### config.mk
export PLATFORM = sky130hd
export DESIGN_NAME = div_seq_flat
export DESIGN_NICKNAME = d
export VERILOG_FILES = /design/src/rtl/div_seq_pkg.sv /design/src/rtl/div_seq_if.sv /design/src/rtl/div_seq_step.sv /design/src/rtl/div_seq.sv /design/src/flat_wrapper.sv
export SDC_FILE = /design/constraint.sdc
export NUM_CORES = 1
export LEC_CHECK = 0
export BUFFER_PORTS_ARGS = -buffer_cell sky130_fd_sc_hd__buf_2
export CORE_MARGIN = 1.5
export CORE_UTILIZATION = 50
export DETAILED_ROUTE_END_ITERATION = 8
export GPL_ROUTABILITY_DRIVEN = 0
export PLACE_DENSITY = 0.72
export SYNTH_ARGS = -nofsm -noshare
export SYNTH_HDL_FRONTEND = slang
export SYNTH_SLANG_ARGS = --single-unit
### constraint.sdc
create_clock -name clk -period 5.3 [get_ports clk]
set_clock_uncertainty 0.15 [all_clocks]
set_input_delay 0 -clock clk [delete_from_list [all_inputs] [get_ports clk]]
set_output_delay 0 -clock clk [all_outputs]
set_load 0.05 [all_outputs]
### src/rtl/div_seq_pkg.sv
// div_seq_pkg: shared definitions for the DIV/DIVU sequencer.
//   - div_state_e : sequencer states
//   - result/start/stall/reset level constants
//   - double_reg_t: 64-bit {remainder, quotient} bus type
//   - neg32       : two's-complement negate, mod 2^32
// Optional feature macro used by importers: DIV_SIGNED_EN.
package div_seq_pkg;

  typedef enum logic [1:0] {
    DIV_IDLE    = 2'd0,
    DIV_DIVZERO = 2'd1,
    DIV_ON      = 2'd2,
    DIV_END     = 2'd3
  } div_state_e;

  localparam logic        RST_ENABLE           = 1'b1;
  localparam logic        DIV_RESULT_READY     = 1'b1;
  localparam logic        DIV_RESULT_NOT_READY = 1'b0;
  localparam logic        DIV_START            = 1'b1;
  localparam logic        DIV_STOP             = 1'b0;
  localparam logic        STALLREQ_ENABLE      = 1'b1;
  localparam logic        STALLREQ_DISABLE     = 1'b0;
  localparam logic [31:0] ZERO_WORD            = 32'h0000_0000;
  localparam int          DOUBLE_REG_BUS       = 64;

  typedef logic [DOUBLE_REG_BUS-1:0] double_reg_t;

  // 0x80000000 maps to itself, which is the magnitude the datapath expects.
  function automatic logic [31:0] neg32(input logic [31:0] v);
    return ZERO_WORD - v;
  endfunction

endpackage

### src/rtl/div_seq_if.sv
// div_seq_if: EX <-> divider handshake bundle.
//   start_i, signed_i, opdata1_i, opdata2_i, annul_i : request side (EX/ctrl drive)
//   result_o, ready_o, stallreq_o                    : divider responses
// Modports: slave (divider), master (EX / testbench).
interface div_seq_if;
  import div_seq_pkg::*;

  logic        start_i;
  logic        signed_i;
  logic [31:0] opdata1_i;
  logic [31:0] opdata2_i;
  logic        annul_i;
  double_reg_t result_o;
  logic        ready_o;
  logic        stallreq_o;

  modport slave (
    input  start_i, signed_i, opdata1_i, opdata2_i, annul_i,
    output result_o, ready_o, stallreq_o
  );

  modport master (
    output start_i, signed_i, opdata1_i, opdata2_i, annul_i,
    input  result_o, ready_o, stallreq_o
  );

endinterface

### src/rtl/div_seq_step.sv
// div_step: one combinational restoring shift-subtract step.
//   rem_i     : 32-bit partial remainder (always < divisor_i)
//   bit_i     : next dividend bit shifted in
//   divisor_i : 32-bit divisor magnitude
//   rem_o     : updated partial remainder
//   q_o       : quotient bit produced by this step
module div_step (
  input  logic [31:0] rem_i,
  input  logic        bit_i,
  input  logic [31:0] divisor_i,
  output logic [31:0] rem_o,
  output logic        q_o
);

  logic [32:0] diff;

  // Because rem_i < divisor_i, {rem_i, bit_i} < 2*divisor_i, so bit 32 of the
  // 33-bit difference is exactly the borrow (negative result).
  assign diff  = {rem_i, bit_i} - {1'b0, divisor_i};
  assign q_o   = ~diff[32];
  assign rem_o = q_o ? diff[31:0] : {rem_i[30:0], bit_i};

endmodule

### src/rtl/div_seq.sv
// div_seq: multi-cycle DIV/DIVU sequencer beside the EX stage.
//   clk  : clock, rising edge
//   rst  : synchronous active-high reset
//   bus  : div_seq_if.slave (start/signed/operands/annul in;
//          result {rem, quot}, one-cycle ready, stall request out)
// Parameter DIV_ITER: iteration count, equals operand width (32).
// Macro DIV_SIGNED_EN: when defined, signed_i selects DIV with magnitude
// preprocessing and sign correction; otherwise everything is unsigned.
//
// state       | meaning
// DIV_IDLE    | waiting for start; operands sampled on accept
// DIV_DIVZERO | divisor was zero; canned result already loaded
// DIV_ON      | one restoring step per cycle, DIV_ITER cycles
// DIV_END     | ready_o pulse, result driven, back to IDLE
module div_seq
  import div_seq_pkg::*;
#(
  parameter int unsigned DIV_ITER = 32
) (
  input logic       clk,
  input logic       rst,
  div_seq_if.slave  bus
);

  localparam logic [4:0] LAST_STEP = 5'(DIV_ITER - 1);

  div_state_e  state_q, state_d;
  logic [4:0]  cnt_q;
  logic [31:0] dvd_q;      // dividend bits shift out the top, quotient bits in the bottom
  logic [31:0] rem_q;
  logic [31:0] divisor_q;
  logic [31:0] step_rem;
  logic        step_q;
  logic        accept;
  logic        div_by_zero;
  logic [31:0] dvd_in, divisor_in;
  logic [31:0] quot_fin, rem_fin;
  logic        stall;
  logic        ready;
  double_reg_t result;

  assign accept      = (bus.start_i == DIV_START) & ~bus.annul_i;
  assign div_by_zero = (bus.opdata2_i == ZERO_WORD);

`ifdef DIV_SIGNED_EN
  logic neg_quot_q, neg_rem_q;
  logic a_neg, b_neg;

  assign a_neg      = bus.signed_i & bus.opdata1_i[31];
  assign b_neg      = bus.signed_i & bus.opdata2_i[31];
  assign dvd_in     = a_neg ? neg32(bus.opdata1_i) : bus.opdata1_i;
  assign divisor_in = b_neg ? neg32(bus.opdata2_i) : bus.opdata2_i;
  assign quot_fin   = neg_quot_q ? neg32(dvd_q) : dvd_q;
  assign rem_fin    = neg_rem_q  ? neg32(rem_q) : rem_q;

  // Divide-by-zero returns raw bits, so its sign flags are cleared.
  always_ff @(posedge clk) begin
    if (rst == RST_ENABLE) begin
      neg_quot_q <= 1'b0;
      neg_rem_q  <= 1'b0;
    end else if (state_q == DIV_IDLE && accept) begin
      neg_quot_q <= ~div_by_zero & (a_neg ^ b_neg);
      neg_rem_q  <= ~div_by_zero & a_neg;
    end
  end
`else
  logic unused_signed;
  assign unused_signed = bus.signed_i;
  assign dvd_in        = bus.opdata1_i;
  assign divisor_in    = bus.opdata2_i;
  assign quot_fin      = dvd_q;
  assign rem_fin       = rem_q;
`endif

  div_step u_step (
    .rem_i     (rem_q),
    .bit_i     (dvd_q[31]),
    .divisor_i (divisor_q),
    .rem_o     (step_rem),
    .q_o       (step_q)
  );

  always_ff @(posedge clk) begin
    if (rst == RST_ENABLE) begin
      state_q   <= DIV_IDLE;
      cnt_q     <= '0;
      dvd_q     <= '0;
      rem_q     <= '0;
      divisor_q <= '0;
    end else begin
      state_q <= state_d;
      case (state_q)
        DIV_IDLE: begin
          if (accept) begin
            cnt_q <= '0;
            if (div_by_zero) begin
              dvd_q <= '1;
              rem_q <= bus.opdata1_i;
            end else begin
              dvd_q     <= dvd_in;
              rem_q     <= '0;
              divisor_q <= divisor_in;
            end
          end
        end
        DIV_ON: begin
          dvd_q <= {dvd_q[30:0], step_q};
          rem_q <= step_rem;
          cnt_q <= cnt_q + 5'd1;
        end
        default: ;
      endcase
    end
  end

  always_comb begin
    state_d = state_q;
    stall   = STALLREQ_DISABLE;
    ready   = DIV_RESULT_NOT_READY;
    result  = '0;
    case (state_q)
      DIV_IDLE: begin
        if (accept) begin
          stall   = STALLREQ_ENABLE;
          state_d = div_by_zero ? DIV_DIVZERO : DIV_ON;
        end
      end
      DIV_DIVZERO: begin
        if (bus.annul_i) begin
          state_d = DIV_IDLE;
        end else begin
          stall   = STALLREQ_ENABLE;
          state_d = DIV_END;
        end
      end
      DIV_ON: begin
        if (bus.annul_i) begin
          state_d = DIV_IDLE;
        end else begin
          stall = STALLREQ_ENABLE;
          if (cnt_q == LAST_STEP) state_d = DIV_END;
        end
      end
      DIV_END: begin
        state_d = DIV_IDLE;
        if (!bus.annul_i) begin
          ready  = DIV_RESULT_READY;
          result = {rem_fin, quot_fin};
        end
      end
      default: state_d = DIV_IDLE;
    endcase
  end

  assign bus.stallreq_o = stall;
  assign bus.ready_o    = ready;
  assign bus.result_o   = result;

endmodule

### src/flat_wrapper.sv
// flat-port wrapper written by rule: the top's interface ports become plain ports
module div_seq_flat import div_seq_pkg::*;
#(
  parameter int unsigned DIV_ITER = 32
)
  (clk, rst, bus_start_i, bus_signed_i, bus_opdata1_i, bus_opdata2_i, bus_annul_i, bus_result_o, bus_ready_o, bus_stallreq_o);
  div_seq_if bus_i ();
  input logic clk;
  input logic rst;
  input wire logic [$bits(bus_i.start_i)-1:0] bus_start_i;
  input wire logic [$bits(bus_i.signed_i)-1:0] bus_signed_i;
  input wire logic [$bits(bus_i.opdata1_i)-1:0] bus_opdata1_i;
  input wire logic [$bits(bus_i.opdata2_i)-1:0] bus_opdata2_i;
  input wire logic [$bits(bus_i.annul_i)-1:0] bus_annul_i;
  output wire logic [$bits(bus_i.result_o)-1:0] bus_result_o;
  output wire logic [$bits(bus_i.ready_o)-1:0] bus_ready_o;
  output wire logic [$bits(bus_i.stallreq_o)-1:0] bus_stallreq_o;
  assign bus_i.start_i = bus_start_i;
  assign bus_i.signed_i = bus_signed_i;
  assign bus_i.opdata1_i = bus_opdata1_i;
  assign bus_i.opdata2_i = bus_opdata2_i;
  assign bus_i.annul_i = bus_annul_i;
  assign bus_result_o = bus_i.result_o;
  assign bus_ready_o = bus_i.ready_o;
  assign bus_stallreq_o = bus_i.stallreq_o;
  div_seq #(.DIV_ITER(DIV_ITER)) u_core (.clk(clk), .rst(rst), .bus(bus_i));
endmodule
# After elaboration in Yosys (flattened, before gate mapping)
# Cells that the tools add are included.
[word_totals] out_inout_bits=66 word_cells=45 in_bits=69 regBits=103
[classes] add_sub_neg=2 n_reduce_logical=7 n_eq_ne=6 n_mux=21 bitwise_logic=4
[op_table] op="$mux 32" count=5
[op_table] op="$mux 64" count=2
[op_table] op="$pmux 32 s2" count=2
[op_table] op="$sub 33x32->33" count=1
[op_table] op="$logic_not 32->1" count=1
[op_table] op="$mux 2" count=5
[op_table] op="$pmux 5 s2" count=1
[op_table] op="$pmux 2 s4" count=1
[op_table] op="$add 5x1->5 const B" count=1
[op_table] op="$eq 5x5->1 const B" count=1
[op_table] op="$mux 5" count=1
[op_table] op="$eq 2x2->1 const B" count=2
[op_table] op="$reduce_and 2->1" count=2
[op_table] op="$mux 1" count=3
[op_table] op="$ne 3x2->1 const B" count=1
[op_table] op="$not 1->1" count=3
[op_table] op="$reduce_and 3->1" count=1
[op_table] op="$eq 2x1->1 const B" count=1
[op_table] op="$logic_not 2->1" count=1
[op_table] op="$ne 2x1->1 const B" count=1
[op_table] op="$pmux 1 s2" count=1
[op_table] op="$reduce_bool 2->1" count=1
[op_table] op="$reduce_or 2->1" count=1
[op_table] op="$and 1x1->1" count=1

# Longest topological paths before layout
[depth] depth_word=4 depth_mapped=14

# Cells and area by module
# From an unflattened synthesis, not the netlist that was laid out.
[hier_totals] hier_cells=911 hier_area_um2=7788.7
[modules_own_cells] module="div_seq" cells_each=606 n_inst=1 seq_area_each_um2=2062.0 area_per_inst_um2=5430.2
[modules_own_cells] module="div_step" cells_each=305 n_inst=1 seq_area_each_um2=0.0 area_per_inst_um2=2358.5

# Worst setup path before layout
# Ideal clock, no wire load.
[synth_path] path_type="reg-to-reg" start="reg u_core.dvd_q[31]" end="reg u_core.rem_q[26], in the netlist u_core.rem_fin[26]" n_path_buf=1 path_stages_with_launch=14 setup_slack_ns=2.346 arrival_time_ns=2.670 cell_sequence="dfxtp_1 inv_1 ha_1 fa_1 and2b_1 o31ai_2 a21oi_2 a21bo_2 nand4_2 and4_4 or2_1 buf_4 a221oi_1 a211oi_1"
[synth_via] elab_chain_len=3
[synth_lines] item="start, declared" line="div_seq.sv:29" source="logic [31:0] dvd_q;"
[synth_lines] item="start signal, assigned" line="div_seq.sv:100" source="dvd_q <= dvd_in;"
[synth_lines] item="start signal, assigned" line="div_seq.sv:107" source="dvd_q <= {dvd_q[30:0], step_q};"
[synth_lines] item="$sub 33x32->33" line="div_seq_step.sv:19" source="assign diff = {rem_i, bit_i} - {1'b0, divisor_i};"
[synth_lines] item="$mux 32" line="div_seq_step.sv:21" source="assign rem_o = q_o ? diff[31:0] : {rem_i[30:0], bit_i};"
[synth_lines] item="$pmux 32 s2" line="div_seq.sv:92" source="case (state_q)"
[synth_lines] item="end signal, assigned" line="div_seq.sv:98" source="rem_q <= bus.opdata1_i;"
[synth_lines] item="end signal, assigned" line="div_seq.sv:108" source="rem_q <= step_rem;"
[synth_lines] item="end, declared" line="div_seq.sv:30" source="logic [31:0] rem_q;"
# No other way between the ends.
# A chain may end at the register's enable or synchronous reset.

# Worst setup path in the final report
[layout_path] start="reg u_core.dvd_q[31]" end="reg u_core.rem_q[16], in the netlist u_core.rem_fin[16]"
# Same word-level chain as after synthesis.

==> results.txt <==
- Number of buffers inserted to repair setup after CTS: 0
- Final instance area: 8730 um2
* Leakage dissipation: 3.627 nW
- For this run, the top clock speed supported by timing is 0.2326 GHz.
- Power consumption: 5.489 mW
- Number of clock sinks: 103
- Worst path required time: 5.45 ns
- Buffers inserted to repair hold after CTS numbered 67.
- Pin placement for this block handled 135 I/O pins.
- Gates resized during post-CTS repair numbered 0.
- Share of synthesized area occupied by flip-flops and latches: 29.32%
- Flip-flop cell with the highest count after synthesis: sky130_fd_sc_hd__dfxtp_1
- The worst setup path is launched from a register.
- Type of the tightest min-delay check: in -> reg
- Proportion of layout cells with a drive suffix above 1: 17.16%
- Number of DRC violations after detailed routing: 0
- Yosys mapped a number of flops with a built-in enable equal to 0.
* Routed wire length per instance: 15.85 um
- Classification of the worst setup path: reg -> reg
* Power Density: 628.7 nW/um2
* Asr flop ratio synth: 0%
- Worst Path Arrival: 4.45 ns
- Placement-stage cell area: 7771 um2
- Wire length of the first global-routing pass: 31.84 mm
- Net count of the mapped netlist: 1,027
- Layout net count: 1,183
- In this run the tightest slew margin relative to its limit is 23.44%.
- The wire-length estimate of the detail-placed layout is 14.09 mm.
- The synthesized design spends more area on one cell type than any other, namely sky130_fd_sc_hd__dfxtp_1.
- The worst setup path is captured at a register.
- The slowest stage of the critical path belongs to the cell sky130_fd_sc_hd__nor2_2.
* Proportion of power drawn by the clock network: 12.3%
- Count of port buffers added during placement: 133
- Net switching is 48.65% of the power.
* NetSw: 2.670 mW
- The top cell type by area accounts for 29.32% of the synthesized area.
* Reg2Reg Setup Slack: 1.00 ns
* Number of slew-limit violations in the final report: 0
* Setup repair after global routing missed its margin: false
* GR Overflow Total: 0
- Die outline width: 121.6 um
- Synthesis produced 919 cells.
- Row count: 43
* Synthesis-to-finish area growth: 24.15%
* Vias in the first global route: 6,306
- Counting flops and latches in the post-synthesis netlist gives 103.
- At the pin with the least slew margin, the transition time is 1.146 ns.
* Remaining number of nets flagged by the antenna check after routing: 0
- The initial utilization of the core area, before any placement, comes to 50.86%.
* Crit path cell chain: inv_1 > ha_1 > fa_1 > and2b_1 > o31ai_2 > a21oi_2 > a21bo_2 > nand4_2 > and4_4 > nor2_2 > buf_4 > nand3_1 > a311oi_1 > dlygate4sd3_1
- Core Box Area: 13,830 um2
- The floorplan step defined a die boundary enclosing 14,780 um2.
- Maximum number of pins on one net before global-route repair: 88
- The mapped netlist covers 7032 um2.
* Final hold violation count: 0
* Most instantiated library cell after synthesis: sky130_fd_sc_hd__nand2_1
* Clk pin slew, worst setup/hold paths: 0.07 ns
- In this run the critical register-to-register path is captured at u_core.rem_fin[16].
* Iteration-0 DRC Markers: 559
* Internal power: 2.818 mW
* Cell types with the largest area share after synthesis: sky130_fd_sc_hd__dfxtp_1 29%, sky130_fd_sc_hd__ha_1 6.8%, sky130_fd_sc_hd__mux2i_1 6.3%, sky130_fd_sc_hd__and2_1 5.9%, sky130_fd_sc_hd__nand2_1 5.8%
- Across the VDD grid, the largest voltage drop is 302.3 uV.
- Across every metal layer, demand over resource in global routing totals 27.16%.
* Hold path startpoint: bus_start_i
- Max Fanout on Critical Path: 16
- First drt pass iteration count: 5
- CTS root buf: sky130_fd_sc_hd__clkbuf_16
- Counting distinct cell types in the post-synthesis netlist gives 70.
* Routed vias/inst: 5.653
- Die extent in y: 121.6 um
* Number of antenna violations at the first check in global routing: 0
- Power share of the sequential group: 21.5%
- For the finished layout, the period the worst path requires is 4.299 ns.
* H-tree lvl count: 3
* Post-route fraction of the period consumed by the critical path: 81.12%
* Max cap viols: 0
- The path with the worst hold slack has its endpoint at u_core.state_q[1].
- Setup violations remaining at the end of the flow were counted as 0.
- The Yosys step of the flow raised 0 warnings.
- In this run the critical register-to-register path is launched from u_core.dvd_q[31].
- Hold-critical path depth: 4
- Commonest cells in the netlist: 109 x sky130_fd_sc_hd__nand2_1, 103 x sky130_fd_sc_hd__dfxtp_1, 84 x sky130_fd_sc_hd__nor2_1
- Syn Area/Cell: 7.652 um2
- For the final routed database, the setup TNS stands at 0 ns.
- Measured in cells, the most critical reg-to-reg path has a length of 14.
- The largest single stage delay on the critical path is 0.60 ns.
- TritonCTS built the clock tree.
* Fraction of power consumed by combinational cells: 66.2%
* Final routed wirelength across all metal layers: 19.94 mm
* Worst-Skew Late Latency: 0.35 ns
- The clock passes through at most 2 buffers.
* Ant diodes: 0
- TritonCTS buffer count: 9
- Run status: finished, final reports clean
- Summing over every cut layer, the via total after detailed routing is 7,112.
worst max-delay path by stage:
| stage | cells after the start | start | end |
|---|---|---|---|
| after CTS | 14 | u_core.dvd_q[31] | u_core.rem_fin[16] |
| after floorplan | 13 | u_core.dvd_q[31] | u_core.rem_fin[26] |
| final | 14 | u_core.dvd_q[31] | u_core.rem_fin[16] |
| after global routing | 14 | u_core.dvd_q[31] | u_core.rem_fin[16] |
| after detailed placement | 13 | u_core.dvd_q[31] | u_core.rem_fin[11] |
| after global placement | 13 | u_core.dvd_q[31] | u_core.rem_fin[8] |
state kept, by name, indices dropped and copies added, names as in the netlist:
register / cells
u_core.divisor_q: 32
u_core.dvd_q: 32
u_core.rem_fin: 32
u_core.cnt_q: 5
u_core.state_q: 2
kinds of logic after synthesis:
family | Yosys count | share of synthesized area (%)
simple gates | 350 | 24.11
compound gates | 248 | 24.09
buf+inv | 112 | 6.299
flops | 103 | 29.32
mux | 44 | 6.263
fa+ha+maj | 39 | 7.046
xor+xnor | 23 | 2.865
power groups by stage:
stage	clock (mW)	combinational, mW	sequential (mW)
after floorplan	0	2.93	1.11
after global placement	0	3.49	1.19
after detailed placement	0	3.52	1.19
after CTS	0.682	3.58	1.17
after global routing	0.709	4.03	1.21
final	0.677	3.63	1.18
critical path, delay by kind of cell (launching register included):
kind	cells	cell delay [ns]
simple gates	5	1.35
compound gates	4	0.77
fa+ha+maj	2	0.59
buf+inv	3	1.00
flops	1	0.39
through the flow:
step / cells / setup WS (ns) / hold WS [ns] / utilization (%)
finish: 1258 / 1.001 / 0.1428 / 63.13
CTS: 1258 / 1.056 / 0.1324 / 63.13
global placement: 1177 / 1.591 / 0.1074 / 56.20
global route: 1258 / 0.7275 / 0.2083 / 63.13
floorplan: 919 / 2.346 / -0.01404 / -
detailed placement: 1177 / 1.594 / 0.1085 / 56.20
placed cells by master (no fill, tap or decap), drive strengths merged, types with 5 or more instances in the layout:
cell type,netlist,layout
buf,16,142
nand2,109,109
dfxtp,103,103
a21oi,85,85
nor2,84,84
dlygate4sd3,0,67
and2,67,67
a311oi,48,48
inv,47,47
mux2i,44,44
ha,38,38
nand3,33,33
o21ai,27,27
xnor2,16,16
a22oi,13,13
o22ai,12,12
a31oi,11,11
nor4,11,11
clkbuf,48,11
nor3,9,9
a21o,8,8
nor2b,8,8
a211oi,8,8
xor2,7,7
a21boi,7,7
nand3b,5,5
nand4,5,5
metal layers:
layer  vias to the layer above  global-route usage [%]  part of all wire (%)  wire [um]
met1                      3239                   40.91                    49       9852
met3                        17                   3.464                   7.1       1417
met4                         0                   7.426                   1.3        252
met5                         -                       0                     0          0
met2                       267                   40.61                    42       8421
li1                       3589                       -                     -          -
area by class of cell:
class	instances	area, um2
inverter	48	180.2
timing repair buffer	209	1406
sequential	103	2062
fill	1257	5097
clock buffer	11	242.7
tap	180	225.2
multi-input combinational	704	4568
clock inverter	3	45.04
Power figures use the tool's default switching activity.
